**src/rtl/hazard_unit.sv**
```systemverilog
// Pipeline hazard unit: EX/ID forwarding selects, load-use and branch stalls, saturating stall counters.
// Define HAZARD_BRANCH_RESOLVE_ID_EN to enable ID-stage branch forwarding and branch stalls.
module hazard_unit (
    input  logic        clk,
    input  logic        reset,
    input  logic        BranchD,
    input  logic [4:0]  RsD,
    input  logic [4:0]  RtD,
    input  logic [4:0]  RsE,
    input  logic [4:0]  RtE,
    input  logic [4:0]  WriteRegE,
    input  logic        MemtoRegE,
    input  logic        RegWriteE,
    input  logic [4:0]  WriteRegM,
    input  logic        MemtoRegM,
    input  logic        RegWriteM,
    input  logic [4:0]  WriteRegW,
    input  logic        RegWriteW,
    output logic        StallF,
    output logic        StallD,
    output logic        ForwardAD,
    output logic        ForwardBD,
    output logic        FlushE,
    output logic [1:0]  ForwardAE,
    output logic [1:0]  ForwardBE,
    output logic [15:0] LoadStallCnt,
    output logic [15:0] BranchStallCnt
);

    logic        lwstall;
    logic        branchstall;
    logic [15:0] load_stall_cnt_d;
    logic [15:0] load_stall_cnt_q;
    logic [15:0] branch_stall_cnt_d;
    logic [15:0] branch_stall_cnt_q;

    // MEM result is newer than WB, so it wins when both match.
    function automatic logic [1:0] ex_fwd_sel(input logic [4:0] src);
        logic [1:0] sel;
        sel = 2'b00;
        if (src != 5'd0 && src == WriteRegM && RegWriteM)
            sel = 2'b10;
        else if (src != 5'd0 && src == WriteRegW && RegWriteW)
            sel = 2'b01;
        return sel;
    endfunction

    always_comb begin
        ForwardAE = ex_fwd_sel(RsE);
        ForwardBE = ex_fwd_sel(RtE);
    end

    always_comb begin
        lwstall = MemtoRegE && ((RsD == RtE) || (RtD == RtE));
    end

`ifdef HAZARD_BRANCH_RESOLVE_ID_EN
    always_comb begin
        ForwardAD   = (RsD != 5'd0) && (RsD == WriteRegM) && RegWriteM;
        ForwardBD   = (RtD != 5'd0) && (RtD == WriteRegM) && RegWriteM;
        branchstall = BranchD &&
                      ((RegWriteE && ((WriteRegE == RsD) || (WriteRegE == RtD))) ||
                       (MemtoRegM && ((WriteRegM == RsD) || (WriteRegM == RtD))));
    end
`else
    logic unused_branch_inputs;

    always_comb begin
        ForwardAD            = 1'b0;
        ForwardBD            = 1'b0;
        branchstall          = 1'b0;
        unused_branch_inputs = ^{BranchD, RegWriteE, WriteRegE, MemtoRegM};
    end
`endif

    always_comb begin
        StallF = lwstall || branchstall;
        StallD = lwstall || branchstall;
        FlushE = lwstall || branchstall;
    end

    always_comb begin
        load_stall_cnt_d   = load_stall_cnt_q;
        branch_stall_cnt_d = branch_stall_cnt_q;
        if (lwstall && load_stall_cnt_q != '1)
            load_stall_cnt_d = load_stall_cnt_q + 16'd1;
        if (branchstall && branch_stall_cnt_q != '1)
            branch_stall_cnt_d = branch_stall_cnt_q + 16'd1;
    end

    always_ff @(posedge clk) begin
        if (reset) begin
            load_stall_cnt_q   <= '0;
            branch_stall_cnt_q <= '0;
        end else begin
            load_stall_cnt_q   <= load_stall_cnt_d;
            branch_stall_cnt_q <= branch_stall_cnt_d;
        end
    end

    always_comb begin
        LoadStallCnt   = load_stall_cnt_q;
        BranchStallCnt = branch_stall_cnt_q;
    end

endmodule

```
**config.mk**
```make
export PLATFORM = sky130hd
export DESIGN_NAME = hazard_unit
export DESIGN_NICKNAME = d
export VERILOG_FILES = /design/src/rtl/hazard_unit.sv
export SDC_FILE = /design/constraint.sdc
export NUM_CORES = 1
export LEC_CHECK = 0
export ABC_AREA = 0
export CELL_PAD_IN_SITES_DETAIL_PLACEMENT = 1
export CELL_PAD_IN_SITES_GLOBAL_PLACEMENT = 1
export CORE_MARGIN = 2
export CORE_UTILIZATION = 25
export DETAILED_ROUTE_END_ITERATION = 8
export GPL_TIMING_DRIVEN = 0
export MAX_ROUTING_LAYER = met4
export PLACE_DENSITY = 0.78
export RECOVER_POWER = 100
export SLEW_MARGIN = 15
export SYNTH_ARGS = -nofsm -noshare
export SYNTH_HDL_FRONTEND = slang
export SYNTH_SLANG_ARGS = --single-unit
```
**constraint.sdc**
```tcl
create_clock -name clk -period 3 [get_ports clk]
set_input_delay 0.6 -clock clk [delete_from_list [all_inputs] [get_ports clk]]
set_output_delay 0.6 -clock clk [all_outputs]
set_load 0.02 [all_outputs]
```
==> results_dict.tcl, run 1 <==
set metrics [dict create \
    status "complete, no violations" \
    cts_buffer_depth 2 \
    start_util 0.263 \
    ys_seq_area_frac 0.235 \
    grt_usage 0.147 \
    netlist_area_um2 1360 \
    dr.pass1.iters 4 \
    critPathKind "primary input to primary output" \
    drv_slew 0 \
    drtIter0Drc 27 \
    die_area_um2 6060 \
    gp_congestion 0.911 \
    worstPathArrival_ps 2250 \
    antenna_found_initial 0 \
    grt_pass1_wl_um 6980 \
    final_area_um2 2060 \
    cp-end-kind "primary output" \
    p_total_mw 0.539 \
    final_nets 289 \
    cts_tree "done" \
    period_share 0.949 \
    reg2reg_depth 8 \
    gr-max-usage-layer "met2" \
    ant_nets 0 \
    rows 26 \
    synth_commonest_cells "buf_4 (20), xnor2_1 (18), a21oi_1 (16), dfxtp_1 (16), xor2_1 (12)" \
    grt_util_met1 0.172 \
    cts.root.buffer_cell "clkbuf_8" \
    clkSinkCount 16 \
    peakVddDrop_v 0.000171 \
    nFillCells 640 \
    synth_cells 171 \
    wl_per_cell_um 13.7 \
    place_ws_ps -589 \
    setup_slack_ps 152 \
    max_freq_mhz 351 \
    p_leak_nw 0.820 \
    r2r-end "LoadStallCnt[0]" \
    ys_ff_latch 16 \
    die_x_um 77.8 \
    grt_pass1_vias 1468 \
    cp-start-kind "primary input" \
    wirelength_um 4280 \
    cts_hold_buf 0 \
    met3_usage 0.0302 \
    p_per_area_nw_per_um2 262 \
    hold_start "LoadStallCnt[7]" \
    cap_violations 0 \
    maxSlewHeadroom 0.649 \
    tightest_slew_ps 524 \
    port_buffers 51 \
    num_vias 1482 \
    synth-edff-count 0 \
    synth_warnings 0 \
    gr-total-overflow 0 \
    min_path_cells 2 \
    die_y_um 77.8 \
    placed_area_um2 2020 \
    fin_cells 313 \
    critPathRequiredTime_ps 2400 \
    yosysMostFrequentCell "buf_4" \
    numPlacedInstances 309 \
    clk_latency_ps 250 \
    largest_reg_flops 16 \
    netlist_top_cells_area "dfxtp_1 (24%), xnor2_1 (12%), buf_4 (11%)" \
    r2r-start "LoadStallCnt[0]" \
    fin_skew_ps 2.30 \
    dp_hpwl_um 3520 \
    hold_viol 0 \
    clk_pin_slew_ps 60 \
    syn_to_final_growth_pct 51.1 \
    min_period_ps 2850 \
    diodes 0 \
    synth.top_cell.area_share 0.235 \
    crit_fanout 3 \
    whs_endpoint "LoadStallCnt[7]" \
    worstHoldPathType "register to register" \
    drcViolationCount 0 \
    reg2reg_slack_ps 560 \
    drive_gt1_frac 0.144 \
    setup_viol 0 \
    async_reset_ff_frac 0 \
    synth_top_area_cell "dfxtp_1" \
    numCtsBuffers 3 \
    finish.utilization 0.398 \
    grt_max_degree 11 \
    use_met2 0.249 \
    viasPerCell 4.73 \
    htree_num_levels 1 \
    core_area_um2 5170 \
    io_pins 84 \
    synth_ff_type "dfxtp_1" \
    ys_types 31 \
    synth.avg_cell_area_um2 7.97 \
]
critical path: stages:
cell and delay [ps]:
clkdlybuf4s50_1 480, or4_1 510, nor2_2 120, nor4_1 80, nor4_1 230, buf_2 230
how the worst max path moves through the flow:
stage                     slack [ps]      endpoint   start  cells after the start
after floorplan                  130  ForwardBE[0]  RtE[1]                      5
after global placement          -550        StallF  RsD[3]                      8
after detailed placement        -590        StallD  RsD[4]                      8
after CTS                         20        StallF  RsD[3]                      8
after global routing              -2  ForwardAE[0]  RsE[3]                      6
final                            150  ForwardAE[0]  RsE[3]                      6
per-layer routing:
metal  vias to the layer above  part of all wire
li1                        734                 -
met1                       701              0.42
met2                        37              0.52
met3                        10             0.040
met4                         0             0.021
met5                         -                 0
cells in the final DEF, fill, tap and decap left out, types with 2 or more instances in the layout:
cell,count
clkdlybuf4s50_1,26
buf_4,21
xnor2_1,18
conb_1,18
dfxtp_1,16
a21oi_1,16
dlygate4sd3_1,16
xor2_1,12
or4_1,11
clkbuf_1,9
o31ai_1,9
nand4_1,8
o21ai_0,8
nand2_1,6
or3_1,6
nor4_1,5
nand3_1,4
buf_2,3
clkbuf_8,3
nor2_1,2
and4_1,2
and3_1,2
and2_1,2
o211ai_1,2
dlymetal6s2s_1,2
clkbuf_2,2
dlygate4sd2_1,2
cell type report:
cell class	count	area (um^2)	area share
clock buffer	3	41.3	0.0200
tap	70	87.6	0.0425
timing repair buffer	52	493	0.239
multi-input combinational	139	905	0.439
inverter	1	3.75	0.00182
sequential	16	320	0.156
buffer	32	209	0.101
what timing repair did:
| action | 4_1_cts | 5_1_grt |
|---|---|---|
| endpoints found under the setup margin | 6 | 4 |
| buffers inserted | 1 | 0 |
| pin swaps | 1 | 2 |
| resized for setup | 15 | 7 |
cells by family after synthesis:
family / Yosys count / share of synthesized area
compound gates: 37 / 0.162
xor+xnor: 30 / 0.193
simple gates: 53 / 0.243
other cells: 1 / 0.00275
flops: 16 / 0.235
fa+ha+maj: 1 / 0.00918
buf+inv: 33 / 0.155
per-stage QoR:
stage	hold WS, ps	TNS [ps]
finish	495	0
global route	537	-1.54
CTS	501	0
detailed placement	492	-2200
global placement	480	-1960
floorplan	559	0
power breakdown:
group	switching, mW	internal, mW	total (mW)
combinational	0.0764	0.0818	0.158
sequential	0.000715	0.213	0.214
clock	0.0774	0.0893	0.167
total	0.155	0.384	0.539
No activity file was read; power rests on OpenSTA's default activity.
==> run 2: changes to the inputs <==
CORE_ASPECT_RATIO = 0.6   (was default)
CORE_UTILIZATION = 27   (was 25)
PLACE_DENSITY = 0.83   (was 0.78)
==> results_dict.tcl, run 2 (synthesis gave the netlist of run 1 again) <==
set metrics [dict create \
    dp_hpwl_um 4190 \
    peakVddDrop_v 0.000174 \
    wl_met2_um 2320 \
    crit_family "buffers and inverters" \
    tns_ps 0 \
    viasPerCell 4.94 \
    die_area_um2 5650 \
    antenna_found_initial 0 \
    rows 19 \
    drtIter0Drc 44 \
    r2r-start "LoadStallCnt[1]" \
    setup_viol 0 \
    worstPathArrival_ps 2330 \
    min_period_ps 2930 \
    largest_reg_flops 16 \
    drive_gt1_frac 0.136 \
    status "complete, no violations" \
    max_freq_mhz 342 \
    diodes 0 \
    max_stage_delay_ps 590 \
    grt_pass1_vias 1450 \
    clkSinkCount 16 \
    startpoint "WriteRegM[0]" \
    highest_layer "met4" \
    path_buf_inv 2 \
    hold_viol 0 \
    cts.root.buffer_cell "clkbuf_8" \
    p_leak_nw 0.815 \
    drcViolationCount 0 \
    htree_num_levels 1 \
    cap_violations 0 \
    tightest_slew_ps 575 \
    reg2reg_slack_ps 330 \
    placed_area_um2 2020 \
    final_common_cell "clkdlybuf4s50_1" \
    final_nets 289 \
    gr-total-overflow 0 \
    place_ws_ps -655 \
    grt_usage 0.181 \
    critPathKind "primary input to primary output" \
    clk_pin_slew_ps 60 \
    setup_slack_ps 74.5 \
    maxSlewHeadroom 0.617 \
    rsz0062_at_grt "no" \
    m1WireLength_um 2460 \
    start_util 0.289 \
    dr.pass1.iters 4 \
    crit_cells 6 \
    worstPathCellList "dlygate4sd3_1 > xnor2_1 > nand4_1 > nor4_1 > nor4_1 > dlygate4sd2_1" \
    cp-end-kind "primary output" \
    die_y_um 59.0 \
    io_pins 84 \
    cts_buffer_depth 2 \
    grt_pass1_wl_um 7550 \
    layout_common_cells "clkdlybuf4s50_1 (26), buf_4 (20), xnor2_1 (18), conb_1 (18), dlygate4sd3_1 (17)" \
    port_buffers 51 \
    met3_length_um 281 \
    gp_congestion 0.817 \
    hold_ws_ps 501 \
    grt_max_degree 11 \
    ant_nets 0 \
    syn_to_final_growth_pct 50.0 \
    worstSetupEndpoint "ForwardBE[0]" \
    reg2reg_depth 8 \
    final_area_um2 2040 \
    crit_top_cell "nor4_1" \
    worstHoldPathType "register to register" \
    cts_tree "done" \
    wirelength_um 5070 \
    numCtsBuffers 3 \
    cp-start-kind "primary input" \
    fin_skew_ps 3.74 \
    r2r-end "LoadStallCnt[0]" \
    p_per_area_nw_per_um2 263 \
    wl_per_cell_um 16.6 \
    crit_fanout 2 \
    cts_hold_buf 0 \
    period_share 0.975 \
    die_x_um 95.7 \
    clk_latency_ps 250 \
    cpMaxStageDelayCell "dlygate4sd3_1" \
    core_area_um2 4710 \
    num_vias 1511 \
    critPathRequiredTime_ps 2400 \
    drv_slew 0 \
]
## run 2: changes by cell type in the layout (fill, tap and decap cells not counted)
cell | before | now
dlygate4sd3_1 | 16 | 17
dlymetal6s2s_1 | 2 | 1
nor2_1 | 2 | 3
buf_4 | 21 | 20
buf_6 | 1 | 2
clkbuf_1 | 9 | 8
a32oi_2 | 1 | 0
clkbuf_4 | 1 | 0
clkbuf_2 | 2 | 3
nor2_2 | 1 | 0
a32oi_1 | 0 | 1
dlygate4sd2_1 | 2 | 3
## run 2: metal layers
layer  global-route usage  vias to the layer above
li1                     -                      728
met1                0.257                      734
met2                0.278                       47
met3               0.0394                        2
met4               0.0122                        0
met5                    -                        -
## run 2: how the worst min path moves through the flow
stage                                start               end  slack [ps]  cells past startpoint
after detailed placement   LoadStallCnt[7]   LoadStallCnt[7]         500                      2
after global routing       LoadStallCnt[7]   LoadStallCnt[7]         550                      2
after CTS                  LoadStallCnt[7]   LoadStallCnt[7]         510                      2
after global placement     LoadStallCnt[7]   LoadStallCnt[7]         490                      2
final                      LoadStallCnt[7]   LoadStallCnt[7]         500                      2
after floorplan           LoadStallCnt[11]  LoadStallCnt[11]         560                      2
## run 2: what timing repair did
| action | in CTS | in global routing |
|---|---|---|
| setup endpoints to repair | 7 | 3 |
| resized for setup | 17 | 6 |
| pin swaps | 2 | 3 |
| buffers inserted | 1 | 0 |
## run 2: power breakdown
group	total [mW]	internal (mW)	leakage [nW]	switching (mW)
registers	0.214	0.213	0.129	0.000762
logic	0.161	0.0817	0.665	0.0797
clock network	0.162	0.0891	0.0216	0.0733
total	0.538	0.384	0.815	0.154
## run 2: worst reg2reg max path, delay by kind of cell (launching register included)
kind / cells / cell delay [ps]
buffers and inverters: 2 / 720
AND/OR/NAND/NOR: 4 / 1130
adder cells (fa/ha/maj): 1 / 220
flip-flops: 1 / 400
AO/OA/AOI/OAI: 1 / 60
## run 2: per-stage QoR
step | power [mW] | utilization | cells
3_3_place_gp | 0.375 | 0.428 | 302
2_1_floorplan | 0.314 | - | 188
5_1_grt | 0.561 | 0.434 | 306
6_report | 0.538 | 0.434 | 306
4_1_cts | 0.541 | 0.439 | 306
3_5_place_dp | 0.380 | 0.428 | 302
## run 2: final cells by class
class                           instances  area, um^2
Tap cell                               63        78.8
Sequential cell                        16         320
Clock buffer                            3        41.3
Multi-Input combinational cell        139         895
Inverter                                1        3.75
Buffer                                 32         213
Fill cell                             606        2660
Timing Repair Buffer                   52         493
==> run 3: changes to the inputs <==
CORE_MARGIN = 3   (was 2)
==> results_dict.tcl, run 3 (synthesis gave the netlist of run 1 again) <==
set metrics [dict create \
    status "complete, no violations" \
    grt_pass1_vias 1539 \
    min_period_ps 2970 \
    largest_reg_flops 16 \
    r2r-end "LoadStallCnt[6]" \
    drcViolationCount 0 \
    num_vias 1545 \
    r2r-start "LoadStallCnt[0]" \
    rows 19 \
    drtIter0Drc 26 \
    core_area_um2 4710 \
    crit_fanout 2 \
    die_y_um 61.0 \
    viasPerCell 5.00 \
    wl_per_cell_um 17.1 \
    dp_hpwl_um 4230 \
    io_pins 84 \
    dr.pass1.iters 4 \
    reg2reg_depth 8 \
    ant_nets 0 \
    critPathRequiredTime_ps 2400 \
    hold_start "LoadStallCnt[7]" \
    grt_pass1_wl_um 7900 \
    grt_usage 0.173 \
    p_total_mw 0.584 \
    final_common_cell "clkdlybuf4s50_1" \
    start_util 0.289 \
    clkSinkCount 16 \
    cts_hold_buf 0 \
    syn_to_final_growth_pct 54.3 \
    grt_max_degree 11 \
    reg2reg_slack_ps 320 \
    worstHoldPathType "register to register" \
    wirelength_um 5270 \
    gr-total-overflow 0 \
    tightest_slew_ps 532 \
    maxSlewHeadroom 0.643 \
    diodes 0 \
    die_x_um 97.7 \
    cp-end-kind "primary output" \
    htree_num_levels 1 \
    max_freq_mhz 337 \
    cap_violations 0 \
    cts.root.buffer_cell "clkbuf_8" \
    clk_latency_ps 260 \
    fin_skew_ps 0.839 \
    cp-start-kind "primary input" \
    antenna_found_initial 0 \
    rsz0062_at_grt "no" \
    die_area_um2 5960 \
    cts_buffer_depth 2 \
    peakVddDrop_v 0.000136 \
    clk_pin_slew_ps 70 \
    period_share 0.989 \
    p_leak_nw 0.823 \
    drv_slew 0 \
    p_per_area_nw_per_um2 278 \
    setup_viol 0 \
    final_nets 291 \
    critPathKind "primary input to primary output" \
    cts_tree "done" \
    min_path_cells 2 \
    layout_common_cells "clkdlybuf4s50_1 (29), buf_4 (23), xnor2_1 (18), conb_1 (18)" \
    port_buffers 51 \
    drive_gt1_frac 0.154 \
    gp_congestion 0.794 \
    worstPathArrival_ps 2370 \
    whs_endpoint "LoadStallCnt[7]" \
    numCtsBuffers 3 \
    hold_viol 0 \
    hold_ws_ps 495 \
]
==> run 3: routing by layer <==
layer	share of wire	GRT usage
met4	0.0051	0.0217
met3	0.048	0.0407
met1	0.46	0.230
met5	0	-
met2	0.49	0.280
==> run 3: worst max-delay path by stage <==
stage               slack (ps)  cells after the start    startpoint            to
floorplan                  130                      5        RtE[1]  ForwardBE[0]
global placement          -600                      8        RsD[4]        StallF
detailed placement        -640                      8        RsD[0]        StallD
CTS                          7                      8        RsD[2]        StallF
global route                 2                      5  WriteRegM[4]  ForwardBE[1]
finish                      30                      5  WriteRegM[4]  ForwardBE[1]
==> run 3: cell type report <==
cell class	instances	area [um^2]
Fill cell	588	2610
Multi-Input combinational cell	139	915
Timing Repair Buffer	54	514
Sequential cell	16	320
Buffer	32	215
Tap cell	63	78.8
Clock buffer	4	55.1
Inverter	1	3.75
==> run 3: through the flow <==
| step | area (um^2) | util | instances | TNS, ps | setup slack [ps] |
|---|---|---|---|---|---|
| after global routing | 2100 | 0.447 | 309 | 0 | 2.32 |
| after CTS | 2100 | 0.446 | 307 | 0 | 7.39 |
| after floorplan | 1430 | - | 188 | 0 | 129 |
| after global placement | 2020 | 0.428 | 302 | -2130 | -603 |
| after detailed placement | 2020 | 0.428 | 302 | -2600 | -641 |
| final | 2100 | 0.447 | 309 | 0 | 32.4 |
==> run 3: repair_timing <==
action / 4_1_cts / 5_1_grt
buffers inserted: 1 / 2
gates resized for setup: 19 / 2
setup endpoints to repair: 7 / 2
cloned: 0 / 0
pin swaps: 3 / 2
==> run 3: critical path, cell delays in order <==
cell             delay (ps)
clkdlybuf4s50_1         530
xnor2_1                 150
nand4_1                 160
nor4_2                  260
clkdlybuf4s50_1         670
==> run 3: power breakdown <==
| part | switching, mW | total [mW] | internal [mW] |
|---|---|---|---|
| Combinational | 0.0836 | 0.168 | 0.0848 |
| Clock | 0.0847 | 0.201 | 0.117 |
| Sequential | 0.000807 | 0.214 | 0.213 |
| Total | 0.169 | 0.584 | 0.414 |
